`config.mk`:
```
export PLATFORM = sky130hd
export DESIGN_NAME = exc_irq_ctrl_flat
export DESIGN_NICKNAME = d
export VERILOG_FILES = /design/src/rtl/exc_irq_ctrl_pkg.sv /design/src/rtl/exc_irq_ctrl_if.sv /design/src/rtl/exc_irq_ctrl_prio_enc.sv /design/src/rtl/exc_irq_ctrl.sv /design/src/flat_wrapper.sv
export SDC_FILE = /design/constraint.sdc
export NUM_CORES = 1
export LEC_CHECK = 0
export ABC_AREA = 1
export CORE_ASPECT_RATIO = 1.25
export CORE_MARGIN = 4
export CORE_UTILIZATION = 35
export DETAILED_ROUTE_END_ITERATION = 10
export PLACE_DENSITY = 0.73
export SETUP_SLACK_MARGIN = 0.4
export SLEW_MARGIN = 20
export SYNTH_ARGS = -nofsm -noshare
export SYNTH_HDL_FRONTEND = slang
export SYNTH_SLANG_ARGS = --single-unit
```
`constraint.sdc`:
```
create_clock -name clk -period 1.6 [get_ports clk]
set_clock_uncertainty 0.15 [all_clocks]
set_input_delay 0.32 -clock clk [delete_from_list [all_inputs] [get_ports clk]]
set_output_delay 0.32 -clock clk [all_outputs]
set_load 0.005 [all_outputs]
```
`src/rtl/exc_irq_ctrl_pkg.sv`:
```
// Shared encodings for the exception/interrupt controller: PC-source selects,
// controller states and the cause-register flag position.
package exc_pkg;

  localparam logic [2:0] PCSRC_NONE = 3'b000;
  localparam logic [2:0] PCSRC_IRQ  = 3'b100;
  localparam logic [2:0] PCSRC_EXC  = 3'b101;
  localparam logic [2:0] PCSRC_ERET = 3'b110;

  typedef enum logic [0:0] {
    IDLE    = 1'b0,
    HANDLER = 1'b1
  } state_t;

  // Exception flag sits in the MSB of the cause register; low bits hold the channel.
  function automatic int unsigned cause_exc_flag(input int unsigned cause_w);
    return cause_w - 1;
  endfunction

endpackage

```
`src/rtl/exc_irq_ctrl_if.sv`:
```
// Core-side bundle of the exception/interrupt controller: interrupt lines,
// mask write port, ID-stage inputs and the redirect/status outputs.
interface exc_irq_ctrl_if #(
  parameter int unsigned NUM_IRQ = 4,
  parameter int unsigned PC_W    = 32,
  parameter int unsigned CAUSE_W = 5
);
  logic [NUM_IRQ-1:0] irq_in;
  logic               mask_we;
  logic [NUM_IRQ-1:0] mask_wdata;
  logic               id_valid;
  logic [PC_W-1:0]    id_pc;
  logic               id_undef;
  logic               id_eret;
  logic               pctop;
  logic               stall;

  logic               exc_take;
  logic [2:0]         exc_pcsrc;
  logic               flush;
  logic               eret_take;
  logic [PC_W-1:0]    epc;
  logic [CAUSE_W-1:0] cause;
  logic [NUM_IRQ-1:0] irq_pending;
  logic [NUM_IRQ-1:0] irq_mask;
  logic               in_handler;

  modport master (
    output irq_in, mask_we, mask_wdata, id_valid, id_pc, id_undef, id_eret, pctop, stall,
    input  exc_take, exc_pcsrc, flush, eret_take, epc, cause, irq_pending, irq_mask, in_handler
  );

  modport slave (
    input  irq_in, mask_we, mask_wdata, id_valid, id_pc, id_undef, id_eret, pctop, stall,
    output exc_take, exc_pcsrc, flush, eret_take, epc, cause, irq_pending, irq_mask, in_handler
  );
endinterface

```
`src/rtl/exc_irq_ctrl_prio_enc.sv`:
```
// Fixed-priority encoder: lowest set request index wins.
module irq_prio_enc
  import exc_pkg::*;
#(
  parameter int unsigned NUM_IRQ = 4,
  parameter int unsigned IDX_W   = (NUM_IRQ > 1) ? $clog2(NUM_IRQ) : 1
) (
  input  logic [NUM_IRQ-1:0] req,
  output logic               valid,
  output logic [IDX_W-1:0]   idx
);

  always_comb begin
    valid = 1'b0;
    idx   = '0;
    for (int unsigned i = 0; i < NUM_IRQ; i++) begin
      if (req[i] && !valid) begin
        valid = 1'b1;
        idx   = IDX_W'(i);
      end
    end
  end

endmodule

```
`src/rtl/exc_irq_ctrl.sv`:
```
// ID-stage exception/interrupt controller: edge-latched masked IRQs, undefined-
// instruction trap, EPC/cause capture and eret. Optional nesting: NESTED_IRQ_EN.
module exc_irq_ctrl
  import exc_pkg::*;
#(
  parameter int unsigned NUM_IRQ = 4,
  parameter int unsigned PC_W    = 32,
  parameter int unsigned CAUSE_W = 5
) (
  input logic          clk,
  input logic          reset,
  exc_irq_ctrl_if.slave bus
);

  localparam int unsigned IDX_W = (NUM_IRQ > 1) ? $clog2(NUM_IRQ) : 1;
  localparam int unsigned FLAG  = cause_exc_flag(CAUSE_W);
  localparam int unsigned LOW_W = CAUSE_W - 1;

  state_t             state_q, state_d;
  logic [NUM_IRQ-1:0] irq_prev_q, pending_q, mask_q, clr, elig;
  logic [PC_W-1:0]    epc_q, epc_d;
  logic [CAUSE_W-1:0] cause_q, cause_d;
  logic               win_v;
  logic [IDX_W-1:0]   win_idx;
  logic               go, take_irq, take_exc, eret_go, preempt, sh_full;
  logic [2:0]         pcsrc;
  logic [PC_W-1:0]    epc_sh;
  logic [CAUSE_W-1:0] cause_sh;

  assign elig = pending_q & ~mask_q;
  assign go   = bus.id_valid & ~bus.stall;

  irq_prio_enc #(
    .NUM_IRQ (NUM_IRQ),
    .IDX_W   (IDX_W)
  ) u_enc (
    .req   (elig),
    .valid (win_v),
    .idx   (win_idx)
  );

`ifdef NESTED_IRQ_EN
  logic push, pop;
  logic               sh_full_q;
  logic [PC_W-1:0]    epc_sh_q;
  logic [CAUSE_W-1:0] cause_sh_q;

  assign push     = take_irq & (state_q == HANDLER);
  assign pop      = eret_go & sh_full_q;
  assign sh_full  = sh_full_q;
  assign epc_sh   = epc_sh_q;
  assign cause_sh = cause_sh_q;
  // Only a strictly higher-priority interrupt may interrupt an interrupt handler.
  assign preempt  = win_v & ~cause_q[FLAG] & ~sh_full_q &
                    (LOW_W'(win_idx) < cause_q[LOW_W-1:0]);

  always_ff @(posedge clk) begin
    if (reset) begin
      sh_full_q  <= 1'b0;
      epc_sh_q   <= '0;
      cause_sh_q <= '0;
    end else if (push) begin
      sh_full_q  <= 1'b1;
      epc_sh_q   <= epc_q;
      cause_sh_q <= cause_q;
    end else if (pop) begin
      sh_full_q  <= 1'b0;
    end
  end
`else
  assign preempt  = 1'b0;
  assign sh_full  = 1'b0;
  assign epc_sh   = '0;
  assign cause_sh = '0;
`endif

  always_comb begin
    state_d  = state_q;
    take_irq = 1'b0;
    take_exc = 1'b0;
    eret_go  = 1'b0;
    pcsrc    = PCSRC_NONE;
    epc_d    = epc_q;
    cause_d  = cause_q;
    case (state_q)
      IDLE: begin
        if (go && !bus.pctop) begin
          if (bus.id_undef) begin
            take_exc    = 1'b1;
            pcsrc       = PCSRC_EXC;
            epc_d       = bus.id_pc + PC_W'(4);
            cause_d     = '0;
            cause_d[FLAG] = 1'b1;
            state_d     = HANDLER;
          end else if (win_v) begin
            take_irq = 1'b1;
            pcsrc    = PCSRC_IRQ;
            epc_d    = bus.id_pc;
            cause_d  = {1'b0, LOW_W'(win_idx)};
            state_d  = HANDLER;
          end
        end
      end
      HANDLER: begin
        if (go && preempt) begin
          take_irq = 1'b1;
          pcsrc    = PCSRC_IRQ;
          epc_d    = bus.id_pc;
          cause_d  = {1'b0, LOW_W'(win_idx)};
        end else if (go && bus.id_eret) begin
          eret_go = 1'b1;
          pcsrc   = PCSRC_ERET;
          // A nested return restores the outer context and stays in the handler.
          if (sh_full) begin
            epc_d   = epc_sh;
            cause_d = cause_sh;
          end else begin
            state_d = IDLE;
          end
        end
      end
      default: state_d = IDLE;
    endcase
  end

  always_comb begin
    clr = '0;
    for (int unsigned i = 0; i < NUM_IRQ; i++) begin
      clr[i] = take_irq && (win_idx == IDX_W'(i));
    end
  end

  always_ff @(posedge clk) begin
    if (reset) begin
      state_q    <= IDLE;
      irq_prev_q <= '0;
      pending_q  <= '0;
      mask_q     <= '1;
      epc_q      <= '0;
      cause_q    <= '0;
    end else begin
      state_q    <= state_d;
      irq_prev_q <= bus.irq_in;
      // A fresh edge on a channel being taken this cycle must not be lost.
      pending_q  <= (pending_q & ~clr) | (bus.irq_in & ~irq_prev_q);
      if (bus.mask_we) mask_q <= bus.mask_wdata;
      epc_q      <= epc_d;
      cause_q    <= cause_d;
    end
  end

  assign bus.exc_take    = take_irq | take_exc;
  assign bus.eret_take   = eret_go;
  assign bus.flush       = take_irq | take_exc | eret_go;
  assign bus.exc_pcsrc   = pcsrc;
  assign bus.epc         = epc_q;
  assign bus.cause       = cause_q;
  assign bus.irq_pending = pending_q;
  assign bus.irq_mask    = mask_q;
  assign bus.in_handler  = (state_q == HANDLER);

endmodule
```
`src/flat_wrapper.sv`:
```
// flat-port wrapper written by rule: the top's interface ports become plain ports
module exc_irq_ctrl_flat import exc_pkg::*;
#(
  parameter int unsigned NUM_IRQ = 4,
  parameter int unsigned PC_W    = 32,
  parameter int unsigned CAUSE_W = 5
)
  (clk, reset, bus_irq_in, bus_mask_we, bus_mask_wdata, bus_id_valid, bus_id_pc, bus_id_undef, bus_id_eret, bus_pctop, bus_stall, bus_exc_take, bus_exc_pcsrc, bus_flush, bus_eret_take, bus_epc, bus_cause, bus_irq_pending, bus_irq_mask, bus_in_handler);
  exc_irq_ctrl_if #(.NUM_IRQ(NUM_IRQ), .PC_W(PC_W), .CAUSE_W(CAUSE_W)) bus_i ();
  input logic clk;
  input logic reset;
  input wire logic [$bits(bus_i.irq_in)-1:0] bus_irq_in;
  input wire logic [$bits(bus_i.mask_we)-1:0] bus_mask_we;
  input wire logic [$bits(bus_i.mask_wdata)-1:0] bus_mask_wdata;
  input wire logic [$bits(bus_i.id_valid)-1:0] bus_id_valid;
  input wire logic [$bits(bus_i.id_pc)-1:0] bus_id_pc;
  input wire logic [$bits(bus_i.id_undef)-1:0] bus_id_undef;
  input wire logic [$bits(bus_i.id_eret)-1:0] bus_id_eret;
  input wire logic [$bits(bus_i.pctop)-1:0] bus_pctop;
  input wire logic [$bits(bus_i.stall)-1:0] bus_stall;
  output wire logic [$bits(bus_i.exc_take)-1:0] bus_exc_take;
  output wire logic [$bits(bus_i.exc_pcsrc)-1:0] bus_exc_pcsrc;
  output wire logic [$bits(bus_i.flush)-1:0] bus_flush;
  output wire logic [$bits(bus_i.eret_take)-1:0] bus_eret_take;
  output wire logic [$bits(bus_i.epc)-1:0] bus_epc;
  output wire logic [$bits(bus_i.cause)-1:0] bus_cause;
  output wire logic [$bits(bus_i.irq_pending)-1:0] bus_irq_pending;
  output wire logic [$bits(bus_i.irq_mask)-1:0] bus_irq_mask;
  output wire logic [$bits(bus_i.in_handler)-1:0] bus_in_handler;
  assign bus_i.irq_in = bus_irq_in;
  assign bus_i.mask_we = bus_mask_we;
  assign bus_i.mask_wdata = bus_mask_wdata;
  assign bus_i.id_valid = bus_id_valid;
  assign bus_i.id_pc = bus_id_pc;
  assign bus_i.id_undef = bus_id_undef;
  assign bus_i.id_eret = bus_id_eret;
  assign bus_i.pctop = bus_pctop;
  assign bus_i.stall = bus_stall;
  assign bus_exc_take = bus_i.exc_take;
  assign bus_exc_pcsrc = bus_i.exc_pcsrc;
  assign bus_flush = bus_i.flush;
  assign bus_eret_take = bus_i.eret_take;
  assign bus_epc = bus_i.epc;
  assign bus_cause = bus_i.cause;
  assign bus_irq_pending = bus_i.irq_pending;
  assign bus_irq_mask = bus_i.irq_mask;
  assign bus_in_handler = bus_i.in_handler;
  exc_irq_ctrl #(.NUM_IRQ(NUM_IRQ), .PC_W(PC_W), .CAUSE_W(CAUSE_W)) u_core (.clk(clk), .reset(reset), .bus(bus_i));
endmodule
```
Word-level counts from Yosys, hierarchy flattened
Cells that the tools add are included.
Cells by class
  muxes and demuxes: 33
  add/subtract/negate cells: 1
  divide/modulo/power cells: 0
  order comparisons: 0
  $mul: 0
  eq/ne operators: 5
  reductions and logical operators: 15
  shifts and indexed selects: 0
  bitwise logic cells: 12
Operator list (number)
  32-bit two-way mux: 4
  32-bit by 3-bit adder with 32-bit output (second input constant): 1
  5-bit two-way mux: 4
  1-bit two-way mux: 16
  4-bit AND: 3
  3-bit two-way mux: 4
  4-bit inverter: 3
  1-bit logical AND: 9
  3-bit case mux with 2 select lines: 1
  2-bit equality test (second input constant): 2
  1-bit zero test: 4
  2-bit two-way mux: 2
  4-bit bitwise OR: 1
  1-bit case mux with 2 select lines: 2
  3-bit != test (second input constant): 1
  3-bit AND reduction: 1
  2-bit by 1-bit equality test with 1-bit output (second input constant): 1
  2-bit zero test: 1
  2-bit by 1-bit != test with 1-bit output (second input constant): 1
  1-bit inverter: 2
  1-bit bitwise OR: 2
  1-bit AND: 1
Word-level totals
  input bits: 48
  bits in read-only memories: 0
  bits in latches: 0
  output and inout bits: 52
  bits in writable memories: 0
  register bits: 50
  memories kept: 0

Longest topological paths before layout
  depth after elaboration: 20
  depth in mapped cells: 10
  gate-level depth less buffers: 10

Cells and area by module
A second synthesis with hierarchy kept.
Unflattened totals
  cells, all modules: 432
  area, all modules: 2847.7 um^2
By module, submodules not included
  exc_irq_ctrl: instances 1, area each 2811.4 um^2, cells an instance 424
  irq_prio_enc: instances 1, area each 36.3 um^2, cells an instance 8

Worst setup path before layout
OpenSTA, ideal clock, no wires.
  kind: register -> output
  from: register u_core.mask_q[0], in the netlist u_core.bus.irq_mask[0]
  to: output port bus_exc_pcsrc[2]
  arrival: 1.145 ns
  stages on the path, launching flop included: 9
  required time: 1.130 ns
  path slack: -0.015 ns
  path through: dfxtp_1 -> inv_1 -> nand2_2 -> nand4_2 -> nand2_4 -> nand2_4 -> inv_2 -> buf_4 -> o21ai_0
Between the ends
  longest elaborated chain between the ends: 16
Ends and longest elaborated chain
  start: declaration: line exc_irq_ctrl.sv:20  | logic [NUM_IRQ-1:0] irq_prev_q, pending_q, mask_q, clr, elig;
  start signal: assignment: line exc_irq_ctrl.sv:146  | if (bus.mask_we) mask_q <= bus.mask_wdata;
  4-bit inverter *: line exc_irq_ctrl.sv:30  | assign elig = pending_q & ~mask_q;
  4-bit AND *: line exc_irq_ctrl.sv:30
  1-bit two-way mux *: line exc_irq_ctrl_prio_enc.sv:17  | if (req[i] && !valid) begin
  1-bit zero test: line exc_irq_ctrl_prio_enc.sv:17
  1-bit logical AND: line exc_irq_ctrl_prio_enc.sv:17
  1-bit two-way mux *: line exc_irq_ctrl_prio_enc.sv:17
  1-bit zero test: line exc_irq_ctrl_prio_enc.sv:17
  1-bit logical AND: line exc_irq_ctrl_prio_enc.sv:17
  1-bit two-way mux *: line exc_irq_ctrl_prio_enc.sv:17
  1-bit zero test: line exc_irq_ctrl_prio_enc.sv:17
  1-bit logical AND: line exc_irq_ctrl_prio_enc.sv:17
  1-bit two-way mux *: line exc_irq_ctrl_prio_enc.sv:17
  3-bit two-way mux *: line exc_irq_ctrl.sv:95  | end else if (win_v) begin
  3-bit two-way mux *: line exc_irq_ctrl.sv:88  | if (bus.id_undef) begin
  3-bit two-way mux *: line exc_irq_ctrl.sv:87  | if (go && !bus.pctop) begin
  3-bit case mux with 2 select lines *: line exc_irq_ctrl.sv:85  | case (state_q)
  end: declaration: line flat_wrapper.sv:22  | output wire logic [$bits(bus_i.exc_pcsrc)-1:0] bus_exc_pcsrc;
Every way passes the cells marked *; elsewhere a longest branch is shown, timed or not.

Worst setup path after layout
  from: register u_core.mask_q[2], in the netlist u_core.bus.irq_mask[2]
  to: output port bus_exc_pcsrc[2]
Between the ends
  longest elaborated chain between the ends: 11
Ends and longest elaborated chain (line)
  4-bit inverter *: exc_irq_ctrl.sv:30
  4-bit AND *: exc_irq_ctrl.sv:30
  1-bit logical AND *: exc_irq_ctrl_prio_enc.sv:17
  1-bit two-way mux *: exc_irq_ctrl_prio_enc.sv:17
  1-bit zero test: exc_irq_ctrl_prio_enc.sv:17
  1-bit logical AND: exc_irq_ctrl_prio_enc.sv:17
  1-bit two-way mux *: exc_irq_ctrl_prio_enc.sv:17
  3-bit two-way mux *: exc_irq_ctrl.sv:95
  3-bit two-way mux *: exc_irq_ctrl.sv:88
  3-bit two-way mux *: exc_irq_ctrl.sv:87
  3-bit case mux with 2 select lines *: exc_irq_ctrl.sv:85
Marked as above.

==> impl_results.md <==
* WHS Endpoint: u_core.bus.irq_pending[2]
* Register area share after synthesis at 0.323
* Initial antenna violation count at 0
* Power Total at 3.01 mW
* Final setup fails at 18
* Vias at 3393
* CTS tree: done
* Max-cap viol count at 0
* Wire length of the first global-routing pass at 15.6 mm
* Unique masters post-synth at 37
* Hold WC Path Type: flop to flop
* CTS Buf Count at 5
* Status: complete, but fails checks
* Post-synthesis average cell area at 7.00 sq um
* R2R depth at 11
* CP top delay family: simple AND/OR/NAND/NOR gates
* Final worst-path cycle share at 1.07
* Max H-tree Level at 2
* Core Box Area at 8240 sq um
* Final hold vios at 0
* Setup CP Type: flop to output port
* R2R Path Start: u_core.bus.irq_mask[2]
* Share of layout cells above drive strength 1 at 0.519
* # diodes at 0
* Root Driver: clkbuf_8
* Row Count at 37
* CP max FO at 3
* Largest net degree at the start of global routing at 18
* Vias in the first global route at 3418
* Cells after Synth at 425
* Commonest non-fill, non-tap cell in the layout: nand2_1
* Clock sink count at 48
* DR DRC count at 0
* Layout Area Growth over Synthesis at 75.8%
* Worst path cell trace: inv_2 -> nand2_2 -> nand4_4 -> nand2_4 -> nand2_4 -> inv_4 -> o21ai_2 -> buf_2
* Final nets at 657
* Crit-path max cell delay at 0.34 ns
* Post-synth design cell area at 2980 sq um
* Req. time, crit path at 1.13 ns
* Hold Path Depth at 1
* NetSw at 0.893 mW
* Clock Pin Slew Worst Setup and Hold Paths at 0.09 ns
* Initial Util at 0.361
* Period minus WS final at 1.72 ns
* Finished Cell Area at 5230 sq um
* Max Fclk at 582 MHz
* Cell Area, Placed at 4540 sq um
* WP buf/inv at 3
* DIE HEIGHT at 111 um
* RSZ-0062 raised after global routing: yes
* Sum Neg Setup Slack at -0.838 ns
* Die W at 90.5 um
* Port Buffers at 97
* Slowest cell on crit path: dfxtp_2
* GRT Overall Usage at 0.191
* Critical path endpoint category: output port
* WL per Instance at 14.1 um
* Commonest non-fill, non-tap cells in the layout: nand2_1 (79), buf_4 (69), inv_1 (49)
* Combinational Power Share at 0.297
* Final Slew Violations at 0
* Sequential Power Share at 0.441
* Final worst slack at -0.119 ns
* Fillers at 715
* DR vias/cell at 4.81
* Crit path launch type: flop
* R2r endpoint: u_core.bus.epc[4]
* DP Worst Slack at -0.772 ns
* PD cells at 575 nW/um^2
* Lkg Pwr at 2.72 nW
* Hold_sp: u_core.irq_prev_q[2]
* IO Count at 100
* DRT Wirelength at 9.95 mm
* Hold slack at 0.275 ns
* Congestion Overflow GR at 0
* Final GP Congestion at 0.854
* Arrival time at the worst endpoint at 1.25 ns
* Worst VDD drop at 0.000322 V
* Initial DRC count at 96
* Yosys warning count at 0
* DP HPWL at 7.06 mm
* Failing checks: setup timing
* Die area at 10000 sq um
* Worst-Skew Late Latency at 0.30 ns
* Reg-to-reg slack, setup at -0.07 ns
* Number of synthesized register bits at 48
* Crit path top cell by count: nand2_4
* DR pass1 iterations at 4
* Bufs on Longest Clock Path at 2
* Internal power at 2.12 mW
* Sw Share at 0.297
* Clock group share of total power at 0.262
* ANT nets after route at 0
cell usage after synthesis:
library cell,count,area (sq um)
buf_12,2,40.0
nand3b_4,1,20.0
nor2_1,52,195
nor3_1,4,20.0
xor2_1,9,78.8
nand3b_1,6,45.0
a21boi_0,1,7.51
dfxtp_1,48,961
ha_1,1,12.5
or2_2,1,6.26
nand4_2,1,12.5
o22ai_1,2,12.5
nor2_8,6,120
nand2_4,8,90.1
nand3_1,34,170
nand2_2,5,31.3
clkbuf_1,3,11.3
a21oi_2,5,43.8
conb_1,1,3.75
nand2_1,99,372
buf_1,1,3.75
buf_4,4,30.0
a21oi_1,14,70.1
o21bai_1,5,37.5
o21ai_0,12,60.1
nand4_1,11,68.8
o21ai_1,8,40.0
buf_2,1,5.00
inv_2,3,11.3
nor2_4,1,11.3
nand3_2,5,50.1
nor2_2,5,31.3
xnor2_1,2,17.5
buf_6,2,22.5
mux2_2,1,11.3
inv_1,59,221
buf_8,2,30.0
sequential cells by signal, summed over array words and instances (netlist names):
register	flops
u_core.bus.epc	32
u_core.bus.irq_mask	4
u_core.bus.irq_pending	4
u_core.irq_prev_q	4
u_core.bus.cause	3
u_core.bus.in_handler	1
how the worst max path moves through the flow:
stage               slack, ns  depth (start not counted)                to                    from
floorplan                0.08                          6      bus_exc_take               bus_pctop
detailed placement      -0.77                          8  bus_exc_pcsrc[2]            bus_id_valid
finish                  -0.12                          8  bus_exc_pcsrc[2]  u_core.bus.irq_mask[2]
global route            -0.19                          8         bus_flush  u_core.bus.irq_mask[1]
global placement        -0.74                          8         bus_flush            bus_id_valid
CTS                     -0.14                          8  bus_exc_pcsrc[2]  u_core.bus.irq_mask[0]
kinds of logic (layout without fill, tap and decap cells):
kind of cell             count (synthesis)  after routing  share of synthesized area
AND/OR/NAND/NOR                        239            239                      0.418
multiplexers                             1              1                    0.00378
AO/OA/AOI/OAI                           47             47                     0.0913
adder cells (fa/ha/maj)                  1              1                    0.00420
buffers and inverters                   77            260                      0.126
other                                    1              2                    0.00126
flip-flops                              48             48                      0.323
XOR/XNOR                                11             11                     0.0324
power by group through the flow:
stage / Combinational, mW / Sequential (mW) / Clock, mW
floorplan: 0.318 / 1.34 / 0
global placement: 0.747 / 1.33 / 0
detailed placement: 0.758 / 1.33 / 0
CTS: 0.813 / 1.32 / 0.817
global route: 0.968 / 1.34 / 0.848
finish: 0.894 / 1.33 / 0.788
routing by layer:
layer / track usage / vias to the layer above / routed length, um
met5: 0 / - / 0
met4: 0.0756 / 0 / 287
met3: 0.0380 / 23 / 527
met2: 0.371 / 107 / 5280
met1: 0.196 / 1562 / 3850
li1: - / 1701 / -
layout make-up:
class,instances,area [sq um],area share
multi-input combinational,301,1970,0.376
timing repair buffer,190,1780,0.341
sequential,48,1020,0.195
inverter,62,243,0.0464
tap,97,121,0.0232
clock buffer,7,86.3,0.0165
clock inverter,1,7.51,0.00144
per-stage QoR:
stage,std cells,utilization
4_1_cts,694,0.596
2_1_floorplan,426,-
5_1_grt,706,0.635
3_3_place_gp,667,0.551
6_report,706,0.635
3_5_place_dp,667,0.551
what timing repair did:
item	CTS	global route
setup endpoints to repair	90	92
pin swaps	23	6
hold buffers	0	0
hold endpoints to repair	0	0
gates resized for setup	350	54
buffers inserted	16	10
gates cloned	3	2
(Power assumes the default switching activity.)
==> RTL change 1, RTL diff (config.mk and constraints unchanged) <==
Take the reset off `pending_q` and load it in a clocked block of its own.
--- a/src/rtl/exc_irq_ctrl.sv
+++ b/src/rtl/exc_irq_ctrl.sv
@@ -134,7 +134,6 @@
     if (reset) begin
       state_q    <= IDLE;
       irq_prev_q <= '0;
-      pending_q  <= '0;
       mask_q     <= '1;
       epc_q      <= '0;
       cause_q    <= '0;
@@ -142,11 +141,14 @@
       state_q    <= state_d;
       irq_prev_q <= bus.irq_in;
       // A fresh edge on a channel being taken this cycle must not be lost.
-      pending_q  <= (pending_q & ~clr) | (bus.irq_in & ~irq_prev_q);
       if (bus.mask_we) mask_q <= bus.mask_wdata;
       epc_q      <= epc_d;
       cause_q    <= cause_d;
     end
+  end
+
+  always_ff @(posedge clk) begin
+    pending_q <= (pending_q & ~clr) | (bus.irq_in & ~irq_prev_q);
   end
 
   assign bus.exc_take    = take_irq | take_exc;
Function: changed (a bounded check fails within 4 cycles, from zero or initial values and one cycle with reset high).
==> RTL change 1 against the original RTL <==
  * The run still ends with negative setup slack left
  * Global-route usage up 2.8 points
  * Cell area up 5.7%
  * Register-to-register slack worse by 0.12 ns
  * Worst setup slack worse by 0.14 ns
  * Sequential cell count unchanged
  * Synthesized area down 4.6%
  * Routed wire length up 9.5%
  * First-iteration DRC count up 130%
  * Count of clock-buffer cells in the layout down 2
  * Power up 10%
  * Critical path type unchanged
  * Critical endpoint unchanged
  * Largest power group unchanged
==> RTL change 1: results (changes against the original RTL) <==
routabilityCongestion: 0.931  # was 0.854
use_met2_pct: 40.9  # was 37.1%
use_met1_pct: 24.6  # was 19.6%
track_usage_pct: 21.9  # was 19.1%
post-place-ws_ns: -0.707  # was -0.772 ns
leakage_nw: 2.70  # was 2.72 nW
vdd_drop_max_mv: 0.461  # was 0.322 mV
power_mw: 3.31  # was 3.01 mW
hpwlAfterDp_um: 7260  # was 7060 µm
finalSetupViolCount: 38  # was 18
p_clk_share_pct: 27.8  # was 26.2%
critPathArrivalTime_ns: 1.39  # was 1.25 ns
violations: "negative setup slack"  # unchanged
ys_types: 36  # was 37
nets: 676  # was 657
status: "complete, but fails checks"  # unchanged
vias_per_cell: 4.86  # was 4.81
seq_area_frac_synth_pct: 33.9  # was 32.3%
use_met3_pct: 4.46  # was 3.80%
wirelength_met1_um: 4020  # was 3850 µm
vias: 3513  # was 3393
grt_first_pass_wirelength_um: 16500  # was 15600 µm
tns_ns: -6.60  # was -0.838 ns
p_comb_share_pct: 31.9  # was 29.7%
dr_wl_met3_um: 694  # was 527 µm
drive_above_1_share_pct: 52.9  # was 51.9%
final_area_um2: 5530  # was 5230 µm²
final.setup.worst_slack_ns: -0.258  # was -0.119 ns
netlist_instances: 416  # was 425
place_inst: 668  # was 667
wl_met2_um: 5950  # was 5280 µm
drt_first_iter_violations: 223  # was 96
internal-power_mw: 2.33  # was 2.12 mW
synth_area_leaders: "dfxtp_1 (34%), nand2_1 (12%), inv_1 (7.7%)"  # was dfxtp_1 (32%), nand2_1 (12%), inv_1 (7.4%)
dpl-instance-area_um2: 4520  # was 4540 µm²
synth_top_cells_by_count: "nand2_1 (88), inv_1 (58), nor2_1 (52), dfxtp_1 (48)"  # was nand2_1 (99), inv_1 (59), nor2_1 (52), dfxtp_1 (48), nand3_1 (34)
[RTL change 1: cell types whose count changed after synthesis, sizes merged, moves of 6 or more]
cell | before | now
nand3 | 39 | 31
o21ai | 20 | 43
a21oi | 19 | 31
nand2 | 112 | 94
nand4 | 12 | 6
[RTL change 1: repair_timing]
item | CTS | global route
setup endpoints to repair | 90 | 90
gates resized for setup | 371 | 50
setup buffers | 20 | 21
hold endpoints to repair | 0 | 0
cloned | 3 | 3
pin swaps | 19 | 11
[RTL change 1: layout make-up]
| cell class | count | share of cell area, % |
|---|---|---|
| timing repair buffer | 216 | 37.3 |
| multi-input combinational | 294 | 35.7 |
| sequential | 48 | 18.5 |
| inverter | 62 | 4.25 |
| tap | 95 | 2.15 |
| clock buffer | 5 | 1.24 |
| clock inverter | 3 | 0.837 |
[RTL change 1: kinds of logic after synthesis]
kind of cell / after synthesis / share of synthesized area [%]
AO/OA/AOI/OAI: 77 / 14.4
adder cells (fa/ha/maj): 1 / 0.441
flip-flops: 48 / 33.9
other: 1 / 0.132
AND/OR/NAND/NOR: 203 / 36.4
XOR/XNOR: 11 / 3.39
buffers and inverters: 75 / 11.4
[RTL change 1: worst paths after layout]
check / startpoint / endpoint / slack [ns] / cells past startpoint
worst min-delay path: u_core.irq_prev_q[3]$_SDFF_PP0_ / u_core.bus.irq_pending[3]$_DFF_P_ / 0.25 / 1
worst max register to register: u_core.bus.in_handler$_SDFF_PP0_ / u_core.bus.epc[31]$_SDFFE_PP0P_ / -0.19 / 12
worst max-delay path: u_core.bus.in_handler$_SDFF_PP0_ / bus_exc_pcsrc[2] / -0.26 / 7
worst min register to register: u_core.irq_prev_q[3]$_SDFF_PP0_ / u_core.bus.irq_pending[3]$_DFF_P_ / 0.25 / 1
==> RTL change 2, RTL diff (same settings) <==
Made on the original files. `CAUSE_W` is set to 5 in 3 places; all go to 10.
--- a/src/rtl/exc_irq_ctrl_if.sv
+++ b/src/rtl/exc_irq_ctrl_if.sv
@@ -3,7 +3,7 @@
 interface exc_irq_ctrl_if #(
   parameter int unsigned NUM_IRQ = 4,
   parameter int unsigned PC_W    = 32,
-  parameter int unsigned CAUSE_W = 5
+  parameter int unsigned CAUSE_W = 10
 );
   logic [NUM_IRQ-1:0] irq_in;
   logic               mask_we;
--- a/src/rtl/exc_irq_ctrl.sv
+++ b/src/rtl/exc_irq_ctrl.sv
@@ -5,7 +5,7 @@
 #(
   parameter int unsigned NUM_IRQ = 4,
   parameter int unsigned PC_W    = 32,
-  parameter int unsigned CAUSE_W = 5
+  parameter int unsigned CAUSE_W = 10
 ) (
   input logic          clk,
   input logic          reset,
--- a/src/flat_wrapper.sv
+++ b/src/flat_wrapper.sv
@@ -3,7 +3,7 @@
 #(
   parameter int unsigned NUM_IRQ = 4,
   parameter int unsigned PC_W    = 32,
-  parameter int unsigned CAUSE_W = 5
+  parameter int unsigned CAUSE_W = 10
 )
   (clk, reset, bus_irq_in, bus_mask_we, bus_mask_wdata, bus_id_valid, bus_id_pc, bus_id_undef, bus_id_eret, bus_pctop, bus_stall, bus_exc_take, bus_exc_pcsrc, bus_flush, bus_eret_take, bus_epc, bus_cause, bus_irq_pending, bus_irq_mask, bus_in_handler);
   exc_irq_ctrl_if #(.NUM_IRQ(NUM_IRQ), .PC_W(PC_W), .CAUSE_W(CAUSE_W)) bus_i ();
Interface: changed (resized bus_cause); port bits go from 100 to 105. The function was not compared with the original's and may differ.
==> RTL change 2 against the original RTL <==
  * The run still ends with negative setup slack left
  * Worst setup slack got worse by 0.018 ns
  * Synthesized area rose by 1.3%
  * Combinational power fell by 6.5%
  * Routed wire length rose by 0.78%
  * Power rose by 0.44%
  * Sequential cell count did not move
  * Sequential share of layout area rose by 0.38 points
  * Via count fell by 0.38%
  * Cell area fell by 2.2%
  * Critical path depth did not move
  * Maximum frequency fell by 1.0%
  * Largest power group unchanged
==> RTL change 2: results (changes against the original RTL) <==
status: "complete, but fails checks"  # unchanged
violations: "negative setup slack"  # unchanged
routabilityCongestion: 0.929  # was 0.854
internal-power_mw: 2.18  # was 2.12 mW
seq_area_frac_synth_pct: 31.9  # was 32.3%
syn_avg_cell_area_um2: 7.01  # was 7.00 µm²
vias_per_cell: 4.75  # was 4.81
ff_latch_area_um2: 1020  # about the same
hold_class: "primary input to flop"  # was flop to flop
synthAdderAreaFrac_pct: 0.415  # was 0.421%
multiInputCombCellCount: 306  # was 301
dr_wl_met3_um: 604  # was 527 µm
use_met2_pct: 36.3  # was 37.1%
drt_first_iter_violations: 117  # was 96
leakage_nw: 2.73  # was 2.72 nW
num_antenna_cells: 2  # was 0
drive_above_1_share_pct: 48.7  # was 51.9%
synthArstFlopShare_pct: 0  # unchanged
use_met1_pct: 20.7  # was 19.6%
grt_first_pass_wirelength_um: 16200  # was 15600 µm
cpMaxStageDelayCell: "dfxtp_2"  # unchanged
final.setup.worst_slack_ns: -0.137  # was -0.119 ns
cts_sinks: 48  # unchanged
synth-compound-area-share_pct: 9.01  # was 9.13%
place_inst: 671  # was 667
grt_antenna_before_repair: 3  # was 0
hpwlAfterDp_um: 7050  # was 7060 µm
row_count: 37  # unchanged
grt_max_degree: 31  # was 18
switching_share_pct: 27.8  # was 29.7%
yosysWarnings: 0  # unchanged
vias: 3380  # was 3393
wirelength_met1_um: 3810  # was 3850 µm
p_comb_share_pct: 27.7  # was 29.7%
synth-xor-area-share_pct: 3.20  # was 3.24%
vdd_drop_max_mv: 0.378  # was 0.322 mV
cts_made_buffers: 5  # unchanged
clk_share_pct: 2.00  # was 1.79%
critPathArrivalTime_ns: 1.27  # was 1.25 ns
finalSetupViolCount: 13  # was 18
buf_share_pct: 33.3  # was 34.1%
wl_met2_um: 5320  # was 5280 µm
path_clk_slew_ns: 0.08
dpl-instance-area_um2: 4520  # was 4540 µm²
final.fill_count: 716  # was 715
use_met3_pct: 4.46  # was 3.80%
buffers: 189  # was 190
synth_area_leaders: "dfxtp_1 (32%), nand2_1 (12%), inv_1 (7.4%)"  # unchanged
drt-wirelength-per-cell_um: 14.1  # about the same
multi_input_area_um2: 1930  # was 1970 µm²
track_usage_pct: 19.3  # was 19.1%
topRoutingLayerUsed: "met5"  # was met4
grt_pass1_vias: 3536  # was 3418
synth_mux_area_share_pct: 0.374  # was 0.378%
nets: 661  # was 657
critical-path-max-stage-delay_ns: 0.34  # about the same
clock_buffer_count: 6  # was 7
post-place-ws_ns: -0.766  # was -0.772 ns
==> RTL change 2: final timing paths <==
kind,start,to,cells past startpoint
hold / removal,reset,u_core.bus.epc[14]$_SDFFE_PP0P_,3
hold reg to reg,u_core.irq_prev_q[2]$_SDFF_PP0_,u_core.bus.irq_pending[2]$_SDFF_PP0_,1
setup / recovery,u_core.bus.irq_mask[0]$_SDFFE_PP1P_,bus_exc_pcsrc[2],8
setup reg to reg,u_core.bus.in_handler$_SDFF_PP0_,u_core.bus.epc[28]$_SDFFE_PP0P_,8
==> RTL change 2: repair_timing <==
item,4_1_cts,5_1_grt
pin swaps,23,5
cloned,3,1
endpoints found under the setup margin,90,95
setup buffers,17,10
gates resized for setup,354,26
==> RTL change 2: per-stage QoR <==
step | util, % | hold WS, ns | setup TNS, ns
final | 61.4 | 0.283 | -0.862
after CTS | 58.7 | 0.286 | -0.567
after floorplan | - | 0.258 | 0
after global placement | 54.3 | 0.264 | -25.97
after global routing | 61.4 | 0.297 | -1.87
after detailed placement | 54.3 | 0.281 | -27.77
